$ cat src/rtl/spi_pkg.sv
// -----------------------------------------------------------------------------
// spi_pkg
// Shared constants and types for the SPI mode-0 target: SPI mode encoding,
// byte and bit-counter widths, the default fill byte, and the frame state type.
// -----------------------------------------------------------------------------
package spi_pkg;

    // {CPOL, CPHA}; CPOL also gives the idle level of sclk.
    localparam logic [1:0] SPI_MODE0 = 2'b00;

    localparam int BYTE_W    = 8;
    localparam int BIT_CNT_W = $clog2(BYTE_W);

    localparam logic [BYTE_W-1:0] DEFAULT_FILL_BYTE = 8'hFF;

    typedef enum logic {
        ST_IDLE,
        ST_SELECT
    } spi_state_e;

endpackage

$ cat src/rtl/spi_sync_edge.sv
// -----------------------------------------------------------------------------
// spi_sync_edge
// Brings one asynchronous pin into the clk domain through SYNC_STAGES flops
// (minimum 2) and flags its edges against one further registered copy.
//
// Ports:
//   clk       in   system clock
//   rst       in   asynchronous active-high reset (chain returns to RESET_VAL)
//   async_in  in   asynchronous pin
//   sync_out  out  synchronized level
//   rise      out  one-cycle pulse on a synchronized 0->1 transition
//   fall      out  one-cycle pulse on a synchronized 1->0 transition
// -----------------------------------------------------------------------------
module spi_sync_edge #(
    parameter int   SYNC_STAGES = 2,
    parameter logic RESET_VAL   = 1'b0
) (
    input  logic clk,
    input  logic rst,
    input  logic async_in,
    output logic sync_out,
    output logic rise,
    output logic fall
);

    logic [SYNC_STAGES-1:0] sync_q, sync_d;
    logic                   prev_q, prev_d;

    always_comb begin
        sync_d = {sync_q[SYNC_STAGES-2:0], async_in};
        prev_d = sync_q[SYNC_STAGES-1];
    end

    // NOTE: non-blocking assignments so every flop samples the pre-edge value
    // of its neighbour; blocking here would collapse the chain into one flop.
    always_ff @(posedge clk or posedge rst) begin
        if (rst) begin
            sync_q <= {SYNC_STAGES{RESET_VAL}};
            prev_q <= RESET_VAL;
        end else begin
            sync_q <= sync_d;
            prev_q <= prev_d;
        end
    end

    assign sync_out = sync_q[SYNC_STAGES-1];
    assign rise     = sync_out & ~prev_q;
    assign fall     = ~sync_out & prev_q;

endmodule

$ cat src/rtl/spi_target.sv
// -----------------------------------------------------------------------------
// spi_target
// SPI mode-0 (CPOL=0, CPHA=0, MSB first) responder. The SPI pins are
// oversampled in the clk domain; received bytes appear as one-cycle pulses and
// transmit bytes enter through a single valid/ready holding register.
//
// Ports:
//   clk, rst       system clock, asynchronous active-high reset
//   sclk, cs_n     SPI clock and active-low select from the controller (async)
//   mosi           controller-to-target data (async)
//   miso, miso_oe  target-to-controller data and its tristate enable
//   i_tx_data      next byte to transmit, qualified by i_tx_valid
//   o_tx_ready     holding register empty
//   o_rx_data      last complete received byte, o_rx_valid pulses per byte
//   o_frame_err    pulse when cs_n rises in the middle of a byte
//   o_busy         target selected
// -----------------------------------------------------------------------------
module spi_target
    import spi_pkg::*;
#(
    parameter int                SYNC_STAGES = 2,
    parameter logic [BYTE_W-1:0] FILL_BYTE   = DEFAULT_FILL_BYTE
) (
    input  logic              clk,
    input  logic              rst,
    input  logic              sclk,
    input  logic              cs_n,
    input  logic              mosi,
    output logic              miso,
    output logic              miso_oe,
    input  logic [BYTE_W-1:0] i_tx_data,
    input  logic              i_tx_valid,
    output logic              o_tx_ready,
    output logic [BYTE_W-1:0] o_rx_data,
    output logic              o_rx_valid,
    output logic              o_frame_err,
    output logic              o_busy
);

    logic sclk_rise, sclk_fall, sclk_level_unused;
    logic cs_rise, cs_fall, cs_n_level_unused;
    logic mosi_s, mosi_rise_unused, mosi_fall_unused;

    spi_sync_edge #(.SYNC_STAGES(SYNC_STAGES), .RESET_VAL(SPI_MODE0[1])) u_sync_sclk (
        .clk(clk), .rst(rst), .async_in(sclk),
        .sync_out(sclk_level_unused), .rise(sclk_rise), .fall(sclk_fall)
    );

    spi_sync_edge #(.SYNC_STAGES(SYNC_STAGES), .RESET_VAL(1'b1)) u_sync_cs_n (
        .clk(clk), .rst(rst), .async_in(cs_n),
        .sync_out(cs_n_level_unused), .rise(cs_rise), .fall(cs_fall)
    );

    spi_sync_edge #(.SYNC_STAGES(SYNC_STAGES), .RESET_VAL(1'b0)) u_sync_mosi (
        .clk(clk), .rst(rst), .async_in(mosi),
        .sync_out(mosi_s), .rise(mosi_rise_unused), .fall(mosi_fall_unused)
    );

    spi_state_e           state_q, state_d;
    logic [BIT_CNT_W-1:0] bit_cnt_q, bit_cnt_d;
    logic [BYTE_W-1:0]    rx_sh_q, rx_sh_d;
    logic [BYTE_W-1:0]    tx_sh_q, tx_sh_d;
    logic [BYTE_W-1:0]    hold_q, hold_d;
    logic                 hold_full_q, hold_full_d;
    logic [BYTE_W-1:0]    rx_data_q, rx_data_d;
    logic                 rx_valid_q, rx_valid_d;
    logic                 frame_err_q, frame_err_d;

    logic                 tx_load;
    logic                 tx_write;
    logic [BYTE_W-1:0]    tx_next;

    // A consume sees the holding register as it was before any same-cycle
    // write, so a write into an empty register lands after FILL_BYTE is taken.
    assign tx_next  = hold_full_q ? hold_q : FILL_BYTE;
    assign tx_write = i_tx_valid && !hold_full_q;

    // ---------------- FSM: state register ----------------
    always_ff @(posedge clk or posedge rst) begin
        if (rst) state_q <= ST_IDLE;
        else     state_q <= state_d;
    end

    // ---------------- FSM: next state ----------------
    // NOTE: every combinational output gets a default before any branch;
    // a path that leaves it unassigned would infer a latch.
    always_comb begin
        state_d = state_q;
        case (state_q)
            ST_IDLE:   if (cs_fall) state_d = ST_SELECT;
            ST_SELECT: if (cs_rise) state_d = ST_IDLE;
            default:   state_d = ST_IDLE;
        endcase
    end

    // ---------------- FSM: outputs ----------------
    always_comb begin
        miso    = 1'b1;
        miso_oe = 1'b0;
        o_busy  = 1'b0;
        if (state_q == ST_SELECT) begin
            miso    = tx_sh_q[BYTE_W-1];
            miso_oe = 1'b1;
            o_busy  = 1'b1;
        end
    end

    // ---------------- shift datapath and holding register ----------------
    always_comb begin
        bit_cnt_d   = bit_cnt_q;
        rx_sh_d     = rx_sh_q;
        tx_sh_d     = tx_sh_q;
        rx_data_d   = rx_data_q;
        rx_valid_d  = 1'b0;
        frame_err_d = 1'b0;
        tx_load     = 1'b0;

        case (state_q)
            ST_IDLE: begin
                // sclk edges while deselected, including one coincident with
                // the select edge, are ignored.
                bit_cnt_d = '0;
                if (cs_fall) tx_load = 1'b1;
            end
            ST_SELECT: begin
                if (cs_rise) begin
                    frame_err_d = (bit_cnt_q != '0);
                    bit_cnt_d   = '0;
                    rx_sh_d     = '0;
                end else if (sclk_rise) begin
                    rx_sh_d   = {rx_sh_q[BYTE_W-2:0], mosi_s};
                    bit_cnt_d = bit_cnt_q + 1'b1;
                    if (bit_cnt_q == BIT_CNT_W'(BYTE_W-1)) begin
                        rx_data_d  = rx_sh_d;
                        rx_valid_d = 1'b1;
                    end
                end else if (sclk_fall) begin
                    // Counter back at 0 after a falling edge means the byte
                    // just finished: fetch the next one instead of shifting.
                    if (bit_cnt_q != '0) tx_sh_d = tx_sh_q << 1;
                    else                 tx_load = 1'b1;
                end
            end
            default: ;
        endcase

        if (tx_load) tx_sh_d = tx_next;

        hold_d      = hold_q;
        hold_full_d = hold_full_q;
        if (tx_load)  hold_full_d = 1'b0;
        if (tx_write) begin
            hold_d      = i_tx_data;
            hold_full_d = 1'b1;
        end
    end

    always_ff @(posedge clk or posedge rst) begin
        if (rst) begin
            bit_cnt_q   <= '0;
            rx_sh_q     <= '0;
            tx_sh_q     <= '0;
            hold_q      <= '0;
            hold_full_q <= 1'b0;
            rx_data_q   <= '0;
            rx_valid_q  <= 1'b0;
            frame_err_q <= 1'b0;
        end else begin
            bit_cnt_q   <= bit_cnt_d;
            rx_sh_q     <= rx_sh_d;
            tx_sh_q     <= tx_sh_d;
            hold_q      <= hold_d;
            hold_full_q <= hold_full_d;
            rx_data_q   <= rx_data_d;
            rx_valid_q  <= rx_valid_d;
            frame_err_q <= frame_err_d;
        end
    end

    assign o_tx_ready  = !hold_full_q;
    assign o_rx_data   = rx_data_q;
    assign o_rx_valid  = rx_valid_q;
    assign o_frame_err = frame_err_q;

endmodule

$ cat config.mk
export PLATFORM = sky130hd
export DESIGN_NAME = spi_target
export DESIGN_NICKNAME = d
export VERILOG_FILES = /design/src/rtl/spi_pkg.sv /design/src/rtl/spi_sync_edge.sv /design/src/rtl/spi_target.sv
export SDC_FILE = /design/constraint.sdc
export NUM_CORES = 1
export LEC_CHECK = 0
export CAP_MARGIN = 20
export CORE_MARGIN = 2
export CORE_UTILIZATION = 35
export CTS_BUF_LIST = sky130_fd_sc_hd__clkbuf_8
export CTS_CLUSTER_SIZE = 14
export DETAILED_ROUTE_END_ITERATION = 7
export PLACE_DENSITY_LB_ADDON = 0.1
export SLEW_MARGIN = 20
export SYNTH_ARGS = -nofsm -noshare
export SYNTH_HDL_FRONTEND = slang
export SYNTH_HIERARCHICAL = 1
export SYNTH_SLANG_ARGS = --single-unit
$ cat constraint.sdc
create_clock -name clk -period 2.01 [get_ports clk]
set_input_delay 0.5025 -clock clk [delete_from_list [all_inputs] [get_ports clk]]
set_output_delay 0.5025 -clock clk [all_outputs]
set_load 0.05 [all_outputs]
==> After elaboration in Yosys (flattened, before gate mapping) <==
Cells that the tools add are included.
{ "word_totals": {"register_bits": 46, "inputBits": 14, "word_cells": 70} }
{ "classes": {"addsub": 1, "eq_ne": 4, "mux": 30, "bitwise_logic": 10, "reduce_logical": 11} }
{ "ops": {"columns": ["op", "n"], "rows": [
  ["$mux 8", 7],
  ["$mux 1", 16],
  ["$mux 7", 2],
  ["$reduce_bool 2->1", 5],
  ["$mux 3", 2],
  ["$not 1->1", 6],
  ["$pmux 3 s2", 1],
  ["$reduce_and 5->1", 1],
  ["$and 1x1->1", 4],
  ["$ne 2x1->1 const B", 2],
  ["$pmux 1 s2", 2],
  ["$reduce_and 4->1", 1],
  ["$add 3x1->3 const B", 1],
  ["$eq 3x3->1 const B", 1],
  ["$ne 3x3->1 const B", 1],
  ["$reduce_bool 3->1", 1],
  ["$reduce_and 2->1", 1],
  ["$logic_and 1x1->1", 1],
  ["$logic_not 1->1", 1]
]} }

==> Depth between registers and ports, before layout <==
{ "depth": {"word_depth": 8, "depth_mapped": 8, "mapped_depth_nobuf": 6} }

==> By module <==
The synthesis kept the hierarchy.
{ "by_module_without_submodules": {"columns": ["mod", "instances", "cells_each", "area_per_inst_um2"], "rows": [
  ["spi_target", 1, 127, 1666.6],
  ["spi_sync_edge (u_sync_mosi ...)", 2, 6, 93.8],
  ["spi_sync_edge (u_sync_cs_n)", 1, 6, 97.6]
]} }

==> Least setup slack after synthesis <==
OpenSTA, ideal clock, no wires.
{ "synth_path": {"path_type": "reg-to-reg", "start": "register state_q", "end": "register tx_sh_q[1]", "arrival_ns": 1.635, "path_slack_ns": 0.250, "stages_incl_launch_ff": 8, "path_buffers": 3, "synth_period_minus_slack_ns": 1.760, "path_cell_list": "dfrtp_1 buf_6 nand4bb_4 buf_6 o21a_1 nand2b_4 buf_6 a2bb2oi_1"} }
{ "synth_via": {"elab_chain_len": 4, "elab_cells_between_ends": 9} }
{ "synth_lines": {"columns": ["element", "line_no", "text"], "rows": [
  ["start: declaration", "spi_target.sv:59", "spi_state_e state_q, state_d;"],
  ["start signal: assignment", "spi_target.sv:81", "else state_q <= state_d;"],
  ["$not 1->1", null, null],
  ["$pmux 1 s2", "spi_target.sv:118", "case (state_q)"],
  ["$ne 2x1->1 (no source line) / $reduce_bool 2->1 (equally long branches)", null, null],
  ["$reduce_and 5->1 (no source line)", null, null],
  ["end signal: assignment", "spi_target.sv:171", "tx_sh_q <= tx_sh_d;"],
  ["end: declaration", "spi_target.sv:62", "logic [BYTE_W-1:0] tx_sh_q, tx_sh_d;"]
]} }
Several ways; a longest one is shown, not always the timed one.
A chain may end at the register's enable or synchronous reset.

==> Final worst setup path <==
{ "layout_path": {"start": "register rx_data_q[3] (netlist: o_rx_data[3])", "end": "output port o_rx_data[3]"} }
{ "layout_rtl": {"columns": ["element", "line_no", "text"], "rows": [
  ["start: declaration", "spi_target.sv:65", "logic [BYTE_W-1:0] rx_data_q, rx_data_d;"],
  ["start signal: assignment", "spi_target.sv:174", "rx_data_q <= rx_data_d;"],
  ["end: declaration", "spi_target.sv:34", "output logic [BYTE_W-1:0] o_rx_data,"]
]} }
No word-level cell between the ends.

==> flow_summary.yaml <==
drt:
  wl_microns: 3166
  vias_per_cell: 4.668
  vias: 1153
  first_iter_violations: 29
  ant_nets: 0
  wl_per_cell_microns: 12.82
  drc: 0
  drt_pre_antenna_iters: 4
cts:
  cts_tree: "done"
  clk_latency_ps: 290
  ctsHtreeMaxLevel: 2
  cts.sinks: 46
  cts-root-buf: "clkbuf_8"
  cts_buffers: 5
  postCtsHoldBufs: 0
  cts.path.max_buffers: 2
  cts-resized-gates: 0
  clk_pin_slew_worst_paths_ps: 80
  cts_setup_buffers: 0
cells_and_area:
  regArea_sq_um: 1155
  nets: 193
  multiInputGateArea_sq_um: 658.1
  fill_cells: 493
  synthToLayoutAreaGrowth_pct: 23.30
  drive_gt1_share_pct: 29.38
  antenna_cells: 0
synth:
  synth_warnings: 6
  syn_inst: 142
  netlist_area_sq_um: 1912
  avgSynthCellArea_sq_um: 13.46
  synth_fp_nets: 159
sta:
  slew_violations: 0
  slew-limit-headroom_pct: 67.58
  setup_tns_ps: 0
  skew_ps: 1.957
  rsz0062_at_grt: "no"
  layout_min_cycle_time_ps: 1935
  finalHoldViolations: 0
  setup_viol: 0
  timing.final.crit_share_pct: 96.28
  worstMarginPinSlew_ps: 484.7
  fmax_ghz: 0.5167
worst_setup_path:
  rr_startpoint: "u_sync_cs_n/sync_q[1]"
  criticalPathCategory: "flip-flop to output port"
  required_ps: 1510
  critPathMaxFanout: 2
  crit_slowest_cell: "clkdlybuf4s50_1"
  slowest_delay_ps: 790
  worstPathArrival_ps: 1430
  path_delay_family: "buffers and inverters"
  start_kind: "flip-flop"
  path_cells: "clkdlybuf4s50_1"
  critPathBufInv: 1
  endpoint_kind: "output port"
  worstSetupStartpoint: "o_rx_data[3]"
place:
  port_buffers: 27
  place_congestion: 0.7360
  place.detailed.hpwl_microns: 2373
die:
  rows: 26
  start_util_pct: 36.73
  die_w_microns: 77.91
  die_area_sq_um: 6069
  die_y_microns: 77.91
  pin_count: 28
  core_sq_um: 5205
run:
  maxCapViolations: 0
global_routing:
  grt-ovfl-total: 0
  antenna_found_initial: 0
  track_usage_pct: 12.44
  grt_max_degree: 39
  grt_pass1_vias: 1256
  grt_pass1_wl_microns: 5796
power_and_ir_drop:
  vdd_drop_max_mv: 0.5548
  p_leak_nw: 1.104
  total_power_mw: 2.447
  powerDensity_nw_per_um2: 1038
outcome:
  status: "finished, final reports clean"
hold_path:
  hold_start: "u_sync_sclk/sync_q[0]"
  hp-class: "flip-flop to flip-flop"
==> power by group <==
group / switching [mW] / internal (mW)
logic: 0.283 / 0.335
registers: 0.135 / 1.13
clock network: 0.291 / 0.272
==> through the flow <==
step                instances  instance area (sq um)  hold WS, ps  worst slack, ps  utilization, %
detailed placement        239                   2266        341.3            264.5           43.53
finish                    247                   2357        354.5            74.69           45.29
global placement          239                   2266        335.2            313.0           43.53
CTS                       247                   2357        359.3            58.42           45.29
global route              247                   2357        364.1            22.88           45.29
floorplan                 142                   1912        243.7            249.7               -
==> state kept, by name, indices dropped and copies added, names as in the netlist <==
signal / count
u_sync_sclk/prev_q: 1
bit_cnt_q: 3
o_rx_valid: 1
hold_full_q: 1
u_sync_mosi/sync_q: 2
u_sync_sclk/sync_q: 2
hold_q: 8
u_sync_cs_n/prev_q: 1
state_q: 1
tx_sh_q: 8
rx_sh_q: 7
o_frame_err: 1
u_sync_cs_n/sync_q: 2
o_rx_data: 8
==> layout by cell type (no fill, tap or decap), types with 5 or more instances in the layout <==
cell type	instances
nor2_1	5
inv_1	11
dfrtp_1	43
o21ai_0	6
a2bb2oi_1	7
clkdlybuf4s50_1	14
buf_4	17
or3_1	7
mux2_2	15
clkbuf_8	6
a22o_1	6
==> final cells by class <==
type	instances	share of cell area, %
clock buffers	6	3.503
well taps	70	3.716
repair buffers	34	13.91
multi-input cells	79	27.92
flip-flops and latches	46	48.99
inverters	10	1.592
clock inverters	2	0.3716
==> routing by layer <==
| layer | vias to the layer above | track usage, % | part of all wire (%) |
|---|---|---|---|
| met5 | - | 0 | 0 |
| met1 | 565 | 14.47 | 42 |
| met4 | 0 | 5.263 | 1.7 |
| met2 | 21 | 20.69 | 52 |
| li1 | 561 | - | - |
| met3 | 6 | 4.535 | 3.9 |
==> final timing paths <==
kind,depth (start not counted),slack [ps],endpoint
worst min register to register,0,350,u_sync_sclk/sync_q[1]
min in group asynchronous,2,440,u_sync_mosi/sync_q[0]
worst min-delay path,0,350,u_sync_sclk/sync_q[1]
max in group asynchronous,3,980,hold_q[7]
worst max register to register,5,340,o_rx_data[2]
worst max-delay path,1,70,o_rx_data[3]
Note: power is estimated with default switching activity, not from simulation.
